===== config.mk =====
export PLATFORM = sky130hd
export DESIGN_NAME = sprite_anim_ctrl
export DESIGN_NICKNAME = d
export VERILOG_FILES = /design/src/rtl/sprite_anim_ctrl.sv
export SDC_FILE = /design/constraint.sdc
export NUM_CORES = 1
export LEC_CHECK = 0
export ABC_CLOCK_PERIOD_IN_PS = 6030
export CAP_MARGIN = 25
export CORE_AREA = 2 2 109 111
export DETAILED_ROUTE_END_ITERATION = 10
export DIE_AREA = 0 0 111 113
export GPL_TIMING_DRIVEN = 0
export PLACE_DENSITY = 0.77
export SLEW_MARGIN = 20
export SYNTH_ARGS = -nofsm -noshare
export SYNTH_HDL_FRONTEND = slang
export SYNTH_SLANG_ARGS = --single-unit

===== constraint.sdc =====
create_clock -name clk -period 6.03 [get_ports clk]
set_clock_uncertainty 0.15 [all_clocks]
set_input_delay 1.206 -clock clk [delete_from_list [all_inputs] [get_ports clk]]
set_output_delay 1.206 -clock clk [all_outputs]
set_load 0.1 [all_outputs]

===== src/rtl/sprite_anim_ctrl.sv =====
// sprite_anim_ctrl: per-frame latched sprite animation sequencer and shared sprite ROM address pipeline
module sprite_anim_ctrl #(
  parameter int SPRITE_W   = 100,
  parameter int SPRITE_H   = 100,
  parameter int MAX_FRAMES = 4,
  parameter int NF_IDLE    = 4,
  parameter int NF_MOVE    = 4,
  parameter int NF_ATK     = 2,
  parameter int FRAME_HOLD = 6,
  parameter int ADDR_W     = 18
) (
  input  logic              clk,
  input  logic              rst,
  input  logic              frame_tick,
  input  logic [3:0]        player_state,
  input  logic [9:0]        posx,
  input  logic [9:0]        posy,
  input  logic [9:0]        pixel_x,
  input  logic [9:0]        pixel_y,
  output logic [ADDR_W-1:0] rom_addr,
  output logic              rom_en,
  output logic              sprite_hit,
  output logic [1:0]        anim_frame,
  output logic [2:0]        anim_slot
);
  localparam int HW = $clog2(FRAME_HOLD + 1);
  logic [2:0]        slot_new, anim_slot_q, anim_slot_d;
  logic [1:0]        anim_frame_q, anim_frame_d;
  logic [HW-1:0]     hold_cnt_q, hold_cnt_d;
  logic [9:0]        posx_l_q, posx_l_d, posy_l_q, posy_l_d;
  logic [3:0]        nf;
  logic              inside_q, inside_d;
  logic [9:0]        dx_q, dx_d, dy_q, dy_d;
  logic [10:0]       px, py, lx, ly;
  logic [ADDR_W-1:0] rom_addr_q, rom_addr_d, addr;
  logic              rom_en_q, rom_en_d, sprite_hit_q, sprite_hit_d;
  // map player state to ROM slot; unused states fall back to idle
  always_comb begin
    slot_new = player_state == 4'd0 ? 3'd0 :
               (player_state == 4'd1 || player_state == 4'd2) ? 3'd1 :
               player_state == 4'd3 ? 3'd2 :
               player_state == 4'd4 ? 3'd3 :
               player_state == 4'd5 ? 3'd4 : 3'd0;
  end
  // once-per-frame latch of slot/position and animation frame stepping
  always_comb begin
    nf = anim_slot_q == 3'd0 ? 4'(NF_IDLE) : anim_slot_q == 3'd1 ? 4'(NF_MOVE) : 4'(NF_ATK);
    anim_slot_d  = anim_slot_q;
    anim_frame_d = anim_frame_q;
    hold_cnt_d   = hold_cnt_q;
    posx_l_d     = posx_l_q;
    posy_l_d     = posy_l_q;
    if (frame_tick) begin
      anim_slot_d = slot_new;
      posx_l_d    = posx;
      posy_l_d    = posy;
      if (slot_new != anim_slot_q) begin
        anim_frame_d = 2'd0;
        hold_cnt_d   = '0;
      end else if (hold_cnt_q == HW'(FRAME_HOLD - 1)) begin
        hold_cnt_d   = '0;
        anim_frame_d = ({2'b00, anim_frame_q} == nf - 4'd1) ? 2'd0 : anim_frame_q + 2'd1;
      end else begin
        hold_cnt_d = hold_cnt_q + HW'(1);
      end
    end
  end
  // address pipeline: inside test and offsets, then ROM address, then hit aligned to ROM data
  always_comb begin
    px       = {1'b0, pixel_x};
    py       = {1'b0, pixel_y};
    lx       = {1'b0, posx_l_q};
    ly       = {1'b0, posy_l_q};
    inside_d = px >= lx && px < lx + 11'(SPRITE_W) && py >= ly && py < ly + 11'(SPRITE_H);
    dx_d     = pixel_x - posx_l_q;
    dy_d     = pixel_y - posy_l_q;
    addr     = (ADDR_W'(anim_slot_q) * ADDR_W'(MAX_FRAMES) + ADDR_W'(anim_frame_q)) * ADDR_W'(SPRITE_W * SPRITE_H)
             + ADDR_W'(dy_q) * ADDR_W'(SPRITE_W) + ADDR_W'(dx_q);
    rom_addr_d   = inside_q ? addr : rom_addr_q;
    rom_en_d     = inside_q;
    sprite_hit_d = rom_en_q;
  end
  // state registers
  always_ff @(posedge clk) begin
    if (rst) begin
      anim_slot_q  <= '0;
      anim_frame_q <= '0;
      hold_cnt_q   <= '0;
      posx_l_q     <= '0;
      posy_l_q     <= '0;
      inside_q     <= 1'b0;
      dx_q         <= '0;
      dy_q         <= '0;
      rom_addr_q   <= '0;
      rom_en_q     <= 1'b0;
      sprite_hit_q <= 1'b0;
    end else begin
      anim_slot_q  <= anim_slot_d;
      anim_frame_q <= anim_frame_d;
      hold_cnt_q   <= hold_cnt_d;
      posx_l_q     <= posx_l_d;
      posy_l_q     <= posy_l_d;
      inside_q     <= inside_d;
      dx_q         <= dx_d;
      dy_q         <= dy_d;
      rom_addr_q   <= rom_addr_d;
      rom_en_q     <= rom_en_d;
      sprite_hit_q <= sprite_hit_d;
    end
  end
  assign rom_addr   = rom_addr_q;
  assign rom_en     = rom_en_q;
  assign sprite_hit = sprite_hit_q;
  assign anim_frame = anim_frame_q;
  assign anim_slot  = anim_slot_q;
endmodule


== Yosys cells after proc, flatten, opt, wreduce, memory -nomap -nowiden ==
Index checks and enable logic that the tools add are counted.

* Bits in registers: 69
* Input port bits: 47
* Word-level logic and storage cells: 56

* Add/sub/neg operators: 10
* Multiply operators: 2
* Order comparisons: 4
* Equality and inequality tests: 9
* Muxes and demuxes: 12
* Reduce and logical (&&, ||, !) cells: 8

{| class="wikitable"
|+ Operators by type and width
! kind !! count
|-
| $mux W3 || 9
|-
| $add A10 B7 Y11 const B || 2
|-
| $lt A10 B11 Y1 || 2
|-
| $ge A10 B10 Y1 || 2
|-
| $sub A10 B10 Y10 || 2
|-
| $add A18 B10 Y18 || 1
|-
| $add A18 B17 Y18 || 1
|-
| $mul A10 B5 Y15 const B || 1
|-
| $mul A6 B10 Y14 const B || 1
|-
| $eq A4 B2 Y1 const B || 2
|-
| $eq A4 B3 Y1 const B || 2
|-
| $add A5 B2 Y6 || 1
|-
| $mux W2 || 3
|-
| $eq A2 B4 Y1 || 1
|-
| $eq A4 B1 Y1 const B || 1
|-
| $logic_not A4 Y1 || 1
|-
| $sub A3 B1 Y4 const B || 1
|-
| $add A3 B1 Y3 const B || 1
|-
| $eq A3 B1 Y1 const B || 1
|-
| $eq A3 B3 Y1 const B || 1
|-
| $logic_and A1 B1 Y1 || 3
|-
| $logic_not A3 Y1 || 1
|-
| $ne A3 B3 Y1 || 1
|-
| $add A2 B1 Y2 const B || 1
|-
| other kinds (3) || 3
|}

== Depth between registers and ports, before layout ==
* Depth in word-level cells: 9
* Mapped depth: 20
* Depth with buffers taken out: 20

== Least setup slack after synthesis ==
OpenSTA, ideal clock, no wires.

* Path type: register to register
* Start point: register anim_slot_q[1] (netlist: anim_slot[1])
* End point: register rom_addr_q[17] (netlist: rom_addr[17])
* Setup time: 86 ps
* Arrival time: 4,674 ps
* Setup slack: 1,120 ps
* Cell stages (with the launch flop): 17
* Path through: dfxtp_1 -> inv_1 -> ha_1 -> ha_1 -> fa_1 -> ha_1 -> a21o_1 -> a21oi_1 -> xnor2_1 -> ha_1 -> ha_1 -> a21oi_1 -> o21bai_1 -> a21oi_1 -> o21ai_1 -> xnor2_1 -> a211oi_1

* Word-level cells in the longest chain between the ends: 4

{| class="wikitable"
|+ Ends and longest elaborated chain
! item !! line !! text
|-
| start: declaration || 27 || <nowiki>logic [2:0] slot_new, anim_slot_q, anim_slot_d;</nowiki>
|-
| start signal: assignment || 98 || <nowiki>anim_slot_q <= anim_slot_d;</nowiki>
|-
| $add A5 B2 Y6 || 77 || <nowiki>addr = (ADDR_W'(anim_slot_q) * ADDR_W'(MAX_FRAMES) + ADDR_W'(anim_frame_q)) * ADDR_W'(SPRITE_W * SPRITE_H)</nowiki>
|-
| $mul A6 B10 Y14 || 77 ||
|-
| $add A18 B17 Y18 || 78 || <nowiki>+ ADDR_W'(dy_q) * ADDR_W'(SPRITE_W) + ADDR_W'(dx_q);</nowiki>
|-
| $add A18 B10 Y18 || 78 ||
|-
| end signal: assignment || 106 || <nowiki>rom_addr_q <= rom_addr_d;</nowiki>
|-
| end: declaration || 35 || <nowiki>logic [ADDR_W-1:0] rom_addr_q, rom_addr_d, addr;</nowiki>
|}

Every way passes these cells.
A chain may end at the register's enable or synchronous reset.

== Worst setup path in the final report ==
* Start point: register dy_q[2]
* End point: register rom_addr_q[17] (netlist: rom_addr[17])

* Word-level cells in the longest chain between the ends: 3

{| class="wikitable"
|+ Ends and longest elaborated chain
! item !! line !! text
|-
| start: declaration || 33 || <nowiki>logic [9:0] dx_q, dx_d, dy_q, dy_d;</nowiki>
|-
| start signal: assignment || 105 || <nowiki>dy_q <= dy_d;</nowiki>
|-
| $mul A10 B5 Y15 || 78 ||
|-
| $add A18 B17 Y18 || 78 ||
|-
| $add A18 B10 Y18 || 78 ||
|}

Every way passes these cells.

==> impl_results.md <==
* Clock sinks at 69
* Max-slew violations at 0
* TNS Setup at 0 ps
* Die Width at around 110 um
* Port bufs at 69
* Status: completed
* GPL Wtd Cong at 0.882
* Final net count at 941
* Post-CTS resize count at 0
* Worst skew pair latency at 340 ps
* R2R setup slack at between 1000 and 1500 ps
* Reg2Reg Launch Point: dy_q[2]
* Routed WL at 13700 um
* RSZ-0062 raised after global routing: false
* First-pass GRT wire length at about 23000 um
* Largest net degree at the start of global routing at 14
* CP endpoint kind: register
* Distinct cells, synth at between 60 and 70
* Worst Setup SP: dy_q[2]
* Power Density at 271 nW/um^2
* Commonest non-fill, non-tap cells in the layout: ha_1, inv_1, nor2_1
* Htree depth at 3
* Ranking of synthesized cells by area: ha_1, dfxtp_1, fa_1
* DRC at 0
* Starting Density at 54.1%
* Leak pwr at approximately 3.5 nW
* Share of layout cells above drive strength 1 at under 10%
* Post-synthesis cell count at 677
* CP Cell Sequence: ha_1, ha_1, fa_1, ha_1, nor2b_1, o21ai_1, a21boi_1, o21ai_1, a221oi_2, xor2_1, ha_1, ha_1, a21oi_1, o21bai_1, a21oi_1, o21ai_1, xnor2_1, a211oi_1
* Final Hold Fails at 0
* Yosys warns at 0
* Drt first-iter violations at ~160
* Async SR Flop Fraction at 0%
* Slowest library cell on the worst path: fa_1
* Max stage delay on crit path at ~460 ps
* Vias per inst at roughly 5.5
* Critical path startpoint category: register
* Commonest non-fill, non-tap cell in the layout: ha_1
* WS Path Type: reg2reg
* Layout filler cell count at approximately 940
* Average size of a mapped cell at 9.01 um^2
* Crit path top cell by count: ha_1
* Clk slew on worst S/H paths at 60 ps
* Synthesized area at between 6000 and 7000 um^2
* Post-layout util at roughly two thirds
* Final setup vio count at 0
* Post-CTS Setup Bufs at 0
* Clk buf depth at 2
* Syn Nets at between 800 and 900
* Synth Flop Type: dfxtp_1
* Floorplan core area at 11300 um^2
* Ant diodes at 0
* Area of the die at 12500 um^2
* Yosys top cell by area: ha_1
* Antenna-violating nets left at 0
* Initial antenna violation count at 0
* Crit Reg-Reg Endpoint: rom_addr[17]
* WL/cell at around 15 um
* HP Class: reg2reg
* Peak VDD IR at between 200 and 250 uV
* Hold_buf cts at 0
* Worst Setup EP: rom_addr[17]
* Seq/Total Area, Yosys at a little under a quarter
* Synth-to-Final Area Change at 19.5%
* #FFs+latches synth at 69
* Tot Pwr at between 1.5 and 2 mW
* Routed via count at ~5000
* CP Data Arrival Time at just under 5000 ps
* Chip height at 113 um
* CTS Buf Count at 9
* # rows at 39
* Worst Tran Pin Value at 983 ps
* CTS tree: built
* F_max at 210 MHz
* Yosys top cell area share at roughly a quarter
* Number of synthesized flops with an enable pin at 0
* Max Cap Violations at 0
* I/O pin total at 72
* Final HPWL DP at 11100 um
* Gr usage total at between 20% and 30%
* Worst Path Required at about 6000 ps
* TritonRoute pass-1 iters at 4
* Root Buffer: clkbuf_16
* Total grt overflow at 0
* Slew margin rel. at approximately a third
* Crit Path Max Fanout at 6
* Number of global-route vias before repair at 5239
* Reg2reg path depth at 18
* Tcrit/Tclk final at about 79%
* Tmin final at around 4800 ps
-- through the flow --
stage	setup slack, ps	instances	cell area [um^2]	hold WS [ps]
after global routing	992	905	7290	327
after global placement	1410	889	6970	299
after CTS	1280	905	7290	314
after floorplan	1120	677	6100	291
after detailed placement	1310	889	6970	304
final	1280	905	7290	311
-- cells in the mapped netlist, types with 2 or more instances --
master	count
o31ai_2	2
nand3_1	8
nor3_1	15
nor2_1	74
a21oi_1	31
a21oi_2	3
dfxtp_1	69
nor2b_1	10
xnor2_1	37
o21a_1	6
or2_2	3
nor4_1	2
inv_1	82
ha_1	120
buf_6	2
xor2_1	14
a2111oi_2	2
o21ai_2	2
o21ai_1	8
nor3b_1	5
a31oi_1	6
a211o_1	4
clkbuf_1	9
a21o_1	12
o211ai_2	2
nand4_1	6
nand2b_1	4
mux2i_1	34
o31ai_1	2
o21bai_1	3
buf_2	2
a21boi_1	2
a211oi_1	7
and3_1	5
nand2_1	17
nand3b_1	4
o21ai_0	15
fa_1	17
-- state kept, by name, summed over array words and instances, names as in the netlist --
name,count
rom_addr,18
dx_q,10
dy_q,10
posx_l_q,10
posy_l_q,10
anim_slot,3
hold_cnt_q,3
anim_frame,2
inside_q,1
rom_en,1
sprite_hit,1
-- metal layers --
layer  wire length [um]  global-route usage, %  part of all wire [%]
met1               5680                   25.1                    42
met2               6950                   41.6                    51
met3                560                   4.28                   4.1
met4                478                   10.5                   3.5
met5                  0                      0                     0
-- where the power goes --
| part | switching (mW) | total [mW] | internal, mW | leakage [nW] |
|---|---|---|---|---|
| combinational | 0.509 | 0.889 | 0.380 | 2.76 |
| clock | 0.208 | 0.571 | 0.364 | 0.160 |
| sequential | 0.0266 | 0.515 | 0.489 | 0.566 |
| total | 0.743 | 1.98 | 1.23 | 3.49 |
-- worst min-delay path by stage --
stage	slack, ps	start	endpoint	cells after the start
6_report	310	rom_en	sprite_hit	1
5_1_grt	330	rom_en	sprite_hit	1
4_1_cts	310	rom_en	sprite_hit	1
3_5_place_dp	300	rom_en	sprite_hit	1
3_3_place_gp	300	rom_en	sprite_hit	1
2_1_floorplan	290	dx_q[0]	rom_addr[0]	2
-- worst max-delay path: cells and delay by family (launching register included) --
family                     cells  cell delay (ps)
adders and majority gates      6             2040
AOI/OAI and AO/OA              9             1530
xor gates and xnor gates       2              390
and+or+nand+nor                1              140
DFF                            1              400
-- layout make-up --
class | instances | area, um^2 | share of cell area, %
Buffer | 14 | 70.1 | 0.961
Clock buffer | 9 | 225 | 3.09
Clock inverter | 7 | 96.3 | 1.32
Inverter | 83 | 312 | 4.27
Multi-Input combinational cell | 511 | 4340 | 59.5
Sequential cell | 69 | 1380 | 18.9
Tap cell | 143 | 179 | 2.45
Timing Repair Buffer | 69 | 691 | 9.47
-- cells by family (layout without fill, tap and decap cells) --
logic type / count (synthesis) / in the layout / share of synthesized area [%]
compound gates: 128 / 128 / 15.2
xor+xnor: 51 / 51 / 7.32
fa+ha+maj: 137 / 137 / 30.2
buf+inv: 97 / 182 / 6.26
flops: 69 / 69 / 22.6
mux: 34 / 34 / 5.58
simple gates: 161 / 161 / 12.8
No activity file was read; power rests on OpenSTA's default activity.
